File: src/rtl/uart_tx_fifo_if.sv
// Host-side bus for the UART transmitter: byte push strobe plus line and FIFO status.
// The host uses the master view and the transmitter uses the slave view.
interface uart_tx_fifo_if;
    logic       trmt;
    logic [7:0] tx_data;
    logic       TX;
    logic       tx_done;
    logic       busy;
    logic       full;
    logic       empty;

    modport master (
        output trmt,
        output tx_data,
        input  TX,
        input  tx_done,
        input  busy,
        input  full,
        input  empty
    );

    modport slave (
        input  trmt,
        input  tx_data,
        output TX,
        output tx_done,
        output busy,
        output full,
        output empty
    );
endinterface

File: src/rtl/uart_tx_fifo.sv
// UART transmitter (8N1, LSB first) fed by a small FIFO.
// Queued frames are sent back-to-back with no idle gap between them.
module uart_tx_fifo #(
    parameter int BAUD_DIV = 2604,
    parameter int DEPTH    = 4
) (
    input  logic            clk,
    input  logic            rst_n,
    uart_tx_fifo_if.slave   bus
);

    localparam int AW = $clog2(DEPTH);
    localparam int CW = AW + 1;
    localparam int BW = $clog2(BAUD_DIV);
    localparam logic [BW-1:0] BAUD_LAST = BW'(BAUD_DIV - 1);
    localparam logic [CW-1:0] CNT_FULL  = CW'(DEPTH);

    typedef enum logic {IDLE, XMIT} state_t;

    state_t          state_reg, state_next;
    logic [BW-1:0]   baud_reg;
    logic [3:0]      bit_reg;
    logic [9:0]      shift_reg;
    logic            done_reg;
    logic            busy_reg;
    logic [CW-1:0]   cnt_reg;
    logic [AW-1:0]   wr_ptr_reg;
    logic [AW-1:0]   rd_ptr_reg;
    logic [7:0]      mem [DEPTH];

    logic full;
    logic empty;
    logic push;
    logic load;
    logic baud_tick;
    logic frame_end;

    // Flags come from the registered count, so a push is never popped in the same cycle.
    assign full  = (cnt_reg == CNT_FULL);
    assign empty = (cnt_reg == '0);
    assign push  = bus.trmt && !full;

    always_comb begin
        state_next = state_reg;
        load       = 1'b0;
        baud_tick  = 1'b0;
        frame_end  = 1'b0;
        case (state_reg)
            IDLE: begin
                if (!empty) begin
                    load       = 1'b1;
                    state_next = XMIT;
                end
            end
            XMIT: begin
                baud_tick = (baud_reg == BAUD_LAST);
                if (baud_tick && (bit_reg == 4'd9)) begin
                    frame_end = 1'b1;
                    if (!empty) begin
                        load = 1'b1;
                    end else begin
                        state_next = IDLE;
                    end
                end
            end
            default: state_next = IDLE;
        endcase
    end

    always_ff @(posedge clk or negedge rst_n) begin
        if (!rst_n) begin
            state_reg <= IDLE;
        end else begin
            state_reg <= state_next;
        end
    end

    // Shifter LSB drives the line; it refills with ones so the line idles high.
    always_ff @(posedge clk or negedge rst_n) begin
        if (!rst_n) begin
            shift_reg <= '1;
            baud_reg  <= '0;
            bit_reg   <= '0;
            done_reg  <= 1'b0;
            busy_reg  <= 1'b0;
        end else begin
            done_reg <= frame_end;
            busy_reg <= (state_next == XMIT);
            if (load) begin
                shift_reg <= {1'b1, mem[rd_ptr_reg], 1'b0};
                baud_reg  <= '0;
                bit_reg   <= '0;
            end else if (state_reg == XMIT) begin
                if (baud_tick) begin
                    shift_reg <= {1'b1, shift_reg[9:1]};
                    baud_reg  <= '0;
                    bit_reg   <= bit_reg + 4'd1;
                end else begin
                    baud_reg <= baud_reg + 1'b1;
                end
            end
        end
    end

    always_ff @(posedge clk or negedge rst_n) begin
        if (!rst_n) begin
            cnt_reg    <= '0;
            wr_ptr_reg <= '0;
            rd_ptr_reg <= '0;
        end else begin
            if (push) begin
                wr_ptr_reg <= wr_ptr_reg + 1'b1;
            end
            if (load) begin
                rd_ptr_reg <= rd_ptr_reg + 1'b1;
            end
            case ({push, load})
                2'b10:   cnt_reg <= cnt_reg + 1'b1;
                2'b01:   cnt_reg <= cnt_reg - 1'b1;
                default: cnt_reg <= cnt_reg;
            endcase
        end
    end

    // Storage needs no reset: clearing the pointers discards its contents.
    always_ff @(posedge clk) begin
        if (push) begin
            mem[wr_ptr_reg] <= bus.tx_data;
        end
    end

    assign bus.TX      = shift_reg[0];
    assign bus.tx_done = done_reg;
    assign bus.busy    = busy_reg;
    assign bus.full    = full;
    assign bus.empty   = empty;

endmodule

File: src/flat_wrapper.sv
// flat-port wrapper written by rule: the top's interface ports become plain ports
module uart_tx_fifo_flat 
#(
    parameter int BAUD_DIV = 2604,
    parameter int DEPTH    = 4
)
  (clk, rst_n, bus_trmt, bus_tx_data, bus_TX, bus_tx_done, bus_busy, bus_full, bus_empty);
  uart_tx_fifo_if bus_i ();
  input  logic clk;
  input  logic rst_n;
  input wire logic [$bits(bus_i.trmt)-1:0] bus_trmt;
  input wire logic [$bits(bus_i.tx_data)-1:0] bus_tx_data;
  output wire logic [$bits(bus_i.TX)-1:0] bus_TX;
  output wire logic [$bits(bus_i.tx_done)-1:0] bus_tx_done;
  output wire logic [$bits(bus_i.busy)-1:0] bus_busy;
  output wire logic [$bits(bus_i.full)-1:0] bus_full;
  output wire logic [$bits(bus_i.empty)-1:0] bus_empty;
  assign bus_i.trmt = bus_trmt;
  assign bus_i.tx_data = bus_tx_data;
  assign bus_TX = bus_i.TX;
  assign bus_tx_done = bus_i.tx_done;
  assign bus_busy = bus_i.busy;
  assign bus_full = bus_i.full;
  assign bus_empty = bus_i.empty;
  uart_tx_fifo #(.BAUD_DIV(BAUD_DIV), .DEPTH(DEPTH)) u_core (.clk(clk), .rst_n(rst_n), .bus(bus_i));
endmodule
File: config.mk
export PLATFORM = sky130hd
export DESIGN_NAME = uart_tx_fifo_flat
export DESIGN_NICKNAME = d
export VERILOG_FILES = /design/src/rtl/uart_tx_fifo_if.sv /design/src/rtl/uart_tx_fifo.sv /design/src/flat_wrapper.sv
export SDC_FILE = /design/constraint.sdc
export NUM_CORES = 1
export LEC_CHECK = 0
export CAP_MARGIN = 20
export CORE_MARGIN = 2
export CORE_UTILIZATION = 59
export CTS_CLUSTER_DIAMETER = 40
export DETAILED_ROUTE_END_ITERATION = 6
export PLACE_DENSITY = 0.79
export SYNTH_ARGS = -nofsm -noshare
export SYNTH_HDL_FRONTEND = slang
export SYNTH_SLANG_ARGS = --single-unit
File: constraint.sdc
create_clock -name clk -period 3.8 [get_ports clk]
set_input_delay 0.57 -clock clk [delete_from_list [all_inputs] [get_ports clk]]
set_output_delay 0.57 -clock clk [all_outputs]
set_load 0.02 [all_outputs]
==> summary.json <==
{
  "status": {"value": "finished clean"},
  "static_leakage_power": {"value": 0.001357, "unit": "uW"},
  "cts-root-to-sink-buffers": {"value": 2},
  "first_global_vias": {"value": 1805},
  "yosys_most_used_dff": {"value": "edfxtp_1"},
  "postSynth.asyncResetShare": {"value": 0.5152},
  "cts_resized": {"value": 0},
  "synth.net_count": {"value": 235},
  "vdd_ir_drop_max": {"value": 0.3569, "unit": "mV"},
  "antenna-diode-count": {"value": 0},
  "synthToLayoutAreaGrowth": {"value": 13.65, "unit": "%"},
  "post-place-ws": {"value": 1.041, "unit": "ns"},
  "number_of_buffers_created_by_cts": {"value": 9},
  "grt.total_usage": {"value": 0.2016},
  "antenna_left": {"value": 0},
  "setup_viol": {"value": 0},
  "synth_edf_count": {"value": 32},
  "initial_utilization": {"value": 0.6037},
  "cap_violations": {"value": 0},
  "io-pin-count": {"value": 16},
  "timing.final.crit_period": {"value": 2.783, "unit": "ns"},
  "crit_path_start_kind": {"value": "register"},
  "grt.overflow.total": {"value": 0},
  "crit_arrival": {"value": 3.05, "unit": "ns"},
  "synth.largest_area_cell": {"value": "edfxtp_1"},
  "worstSkewPairLatency": {"value": 0.34, "unit": "ns"},
  "power.density_cell_area": {"value": 564.5, "unit": "nW/um^2"},
  "total_switching_power": {"value": 539.1, "unit": "uW"},
  "synth.lib_cells_used.distinct": {"value": 48},
  "seq_area_frac_synth": {"value": 0.5988},
  "synth-warning-count": {"value": 0},
  "total_count_of_hold_check_failures_in_the_final_report": {"value": 0},
  "clock_skew": {"value": 0.004159, "unit": "ns"},
  "routabilityCongestion": {"value": 0.9067},
  "rsz_0062_raised_after_global_routing": {"value": "false"},
  "path_class": {"value": "reg2reg"},
  "hold_buffers": {"value": 0},
  "pwr-share-comb": {"value": 0.157},
  "crit_path_max_incr_delay": {"value": 0.60, "unit": "ns"},
  "max_freq": {"value": 0.3594, "unit": "GHz"},
  "final_worst_path_cycle_share": {"value": 0.7323},
  "tns": {"value": 0, "unit": "ns"},
  "port_buffers": {"value": 15},
  "worst_slew_margin_relative_to_its_limit": {"value": 0.5469},
  "core": {"value": 5042, "unit": "um^2"},
  "fillers": {"value": 362},
  "cts_setup_buffers": {"value": 0},
  "route.vias.total": {"value": 1793},
  "cts_tree": {"value": "done"},
  "row_count": {"value": 26},
  "sequential_cell_area": {"value": 1823, "unit": "um^2"},
  "pwr-share-clk": {"value": 0.326},
  "h-tree-depth": {"value": 3},
  "avgSynthCellArea": {"value": 14.16, "unit": "um^2"},
  "drt_iter0_drc": {"value": 214},
  "largest_reg_flops": {"value": 32},
  "critPathCaptureType": {"value": "register"},
  "drcViolationCount": {"value": 0},
  "cts.sinks": {"value": 66},
  "synth_top_area_share": {"value": 0.3157},
  "power.share.switching": {"value": 0.2761},
  "design_internal_power": {"value": 1414, "unit": "uW"},
  "die-area": {"value": 5750, "unit": "um^2"},
  "netlist_area": {"value": 3044, "unit": "um^2"},
  "die_w": {"value": 75.83, "unit": "um"},
  "routed_wl": {"value": 5080, "unit": "um"},
  "multi_input_gate_area_in_the_final_layout": {"value": 1121, "unit": "um^2"},
  "worst_path_most_repeated_cell": {"value": "xor2_1"},
  "setup_slack": {"value": 1.017, "unit": "ns"},
  "detailed_placement_hpwl": {"value": 3487, "unit": "um"},
  "critical_path_peak_fanout": {"value": 9},
  "grt_pass1_wl": {"value": 8314, "unit": "um"},
  "path_cells": {"value": "or4b_4 > o41ai_4 > and2b_1 > ha_1 > inv_1 > fa_1 > xor2_1 > nor2_1 > xor2_1"},
  "finalMaxSlewViolations": {"value": 0},
  "die_h": {"value": 75.83, "unit": "um"},
  "ys_seq_elements": {"value": 66},
  "layout.nets": {"value": 256},
  "power.share.sequential": {"value": 0.517},
  "tightest_slew": {"value": 0.6766, "unit": "ns"},
  "final_layout_size_suffix_gt1_frac": {"value": 0.2282},
  "antenna_violations_before_repair": {"value": 0},
  "timing.hold.worst.class": {"value": "reg2reg"},
  "synth.top_cells.by_area": {"value": "edfxtp_1, dfrtp_1, dfstp_2"},
  "crit_required": {"value": 4.07, "unit": "ns"},
  "clock-root-buffer": {"value": "clkbuf_8"},
  "critical_path.slowest_cell": {"value": "or4b_4"},
  "wl_per_cell": {"value": 16.33, "unit": "um"},
  "netlist_instances": {"value": 215},
  "grt_max_degree": {"value": 35},
  "viasPerCell": {"value": 5.765},
  "drt_pass1_iterations": {"value": 4},
  "clk_transition_reported_paths": {"value": 0.07, "unit": "ns"}
}
per-layer routing:
layer  up-vias  global-route usage  share of wire
met5         -                   0              0
met4         0              0.1111          0.022
met3        14             0.05026          0.052
met2        59              0.3151           0.49
met1       879              0.2584           0.44
li1        841                   -              -
kinds of logic after synthesis:
logic type | after synthesis | share of synthesized area
simple gates | 58 | 0.1139
mux | 26 | 0.1249
compound gates | 27 | 0.06124
buf+inv | 19 | 0.03288
flops | 66 | 0.5988
fa+ha+maj | 9 | 0.03946
xor+xnor | 10 | 0.02877
layout make-up:
type	count	share of cell area
Clock buffer	9	0.03580
Sequential cell	66	0.5269
Inverter	11	0.01193
Tap cell	70	0.02532
Timing Repair Buffer	18	0.04919
Multi-Input combinational cell	130	0.3241
Clock inverter	7	0.02676
cell usage in the layout (no fill, tap or decap), types with 2 or more instances in the layout:
cell | Yosys | final
edfxtp_1 | 32 | 32
dfrtp_1 | 25 | 25
clkdlybuf4s50_1 | 0 | 15
nand2_1 | 13 | 13
mux2_2 | 13 | 13
inv_1 | 11 | 11
o21ai_0 | 10 | 10
clkbuf_8 | 0 | 9
dfstp_2 | 9 | 9
mux4_2 | 8 | 8
ha_1 | 8 | 8
nor2_1 | 6 | 6
a21oi_1 | 6 | 6
xnor2_1 | 6 | 6
nand3_1 | 5 | 5
and2_1 | 4 | 4
xor2_1 | 4 | 4
nor3_1 | 3 | 3
and3_1 | 3 | 3
nand4_1 | 3 | 3
mux2_1 | 3 | 3
nor4_1 | 3 | 3
or3_1 | 3 | 3
nand3b_1 | 2 | 2
nor2b_1 | 2 | 2
nor4b_2 | 2 | 2
mux2i_1 | 2 | 2
a31oi_1 | 2 | 2
nand2b_1 | 2 | 2
a21o_1 | 2 | 2
a22o_1 | 2 | 2
bufinv_16 | 0 | 2
clkinvlp_4 | 0 | 2
buf_4 | 1 | 2
worst max-delay path, delay by kind of cell, from the launching register on:
kind / cells / cell delay, ns
buffers and inverters: 1 / 0.06
adders and majority gates: 2 / 0.56
DFF: 1 / 0.48
and+or+nand+nor: 3 / 0.91
xor gates and xnor gates: 2 / 0.31
AOI/OAI and AO/OA: 1 / 0.39
through the flow:
stage	hold WS [ns]	cell area, um^2	utilization	cells	power, uW
after global placement	0.5064	3238	0.6422	294	1308
after floorplan	0.2744	3044	-	215	1228
after CTS	0.5344	3460	0.6861	311	1973
after detailed placement	0.5259	3243	0.6432	295	1336
after global routing	0.5637	3460	0.6861	311	2041
final	0.5308	3460	0.6861	311	1953
power by group through the flow:
stage                     Clock [uW]  Combinational, uW  Sequential [uW]
after global routing             668                346             1030
after CTS                        649                314             1010
final                            637                306             1010
after global placement             0                298             1010
after floorplan                    0                263              965
after detailed placement           0                312             1020
final timing paths:
path                            depth (start not counted)  slack [ns]                  end           startpoint
min in group asynchronous                               2        0.63    u_core.bit_reg[3]                rst_n
max in group asynchronous                               2        2.82  u_core.shift_reg[7]                rst_n
worst min register to register                          2        0.53  u_core.shift_reg[0]  u_core.shift_reg[1]
worst max-delay path                                    9        1.02    u_core.cnt_reg[2]   u_core.baud_reg[2]
worst max register to register                          9        1.02    u_core.cnt_reg[2]   u_core.baud_reg[2]
worst min-delay path                                    2        0.53  u_core.shift_reg[0]  u_core.shift_reg[1]
Yosys cell counts (3+ instances only):
library cell / n
dfrtp_1: 25
nand2_1: 13
and3_1: 3
nand4_1: 3
o21ai_0: 10
nor2_1: 6
mux4_2: 8
nor4_1: 3
xnor2_1: 6
a21oi_1: 6
ha_1: 8
nand3_1: 5
edfxtp_1: 32
inv_1: 11
mux2_1: 3
nor3_1: 3
or3_1: 3
and2_1: 4
xor2_1: 4
dfstp_2: 9
mux2_2: 13
No activity file was read; power rests on OpenSTA's default activity.
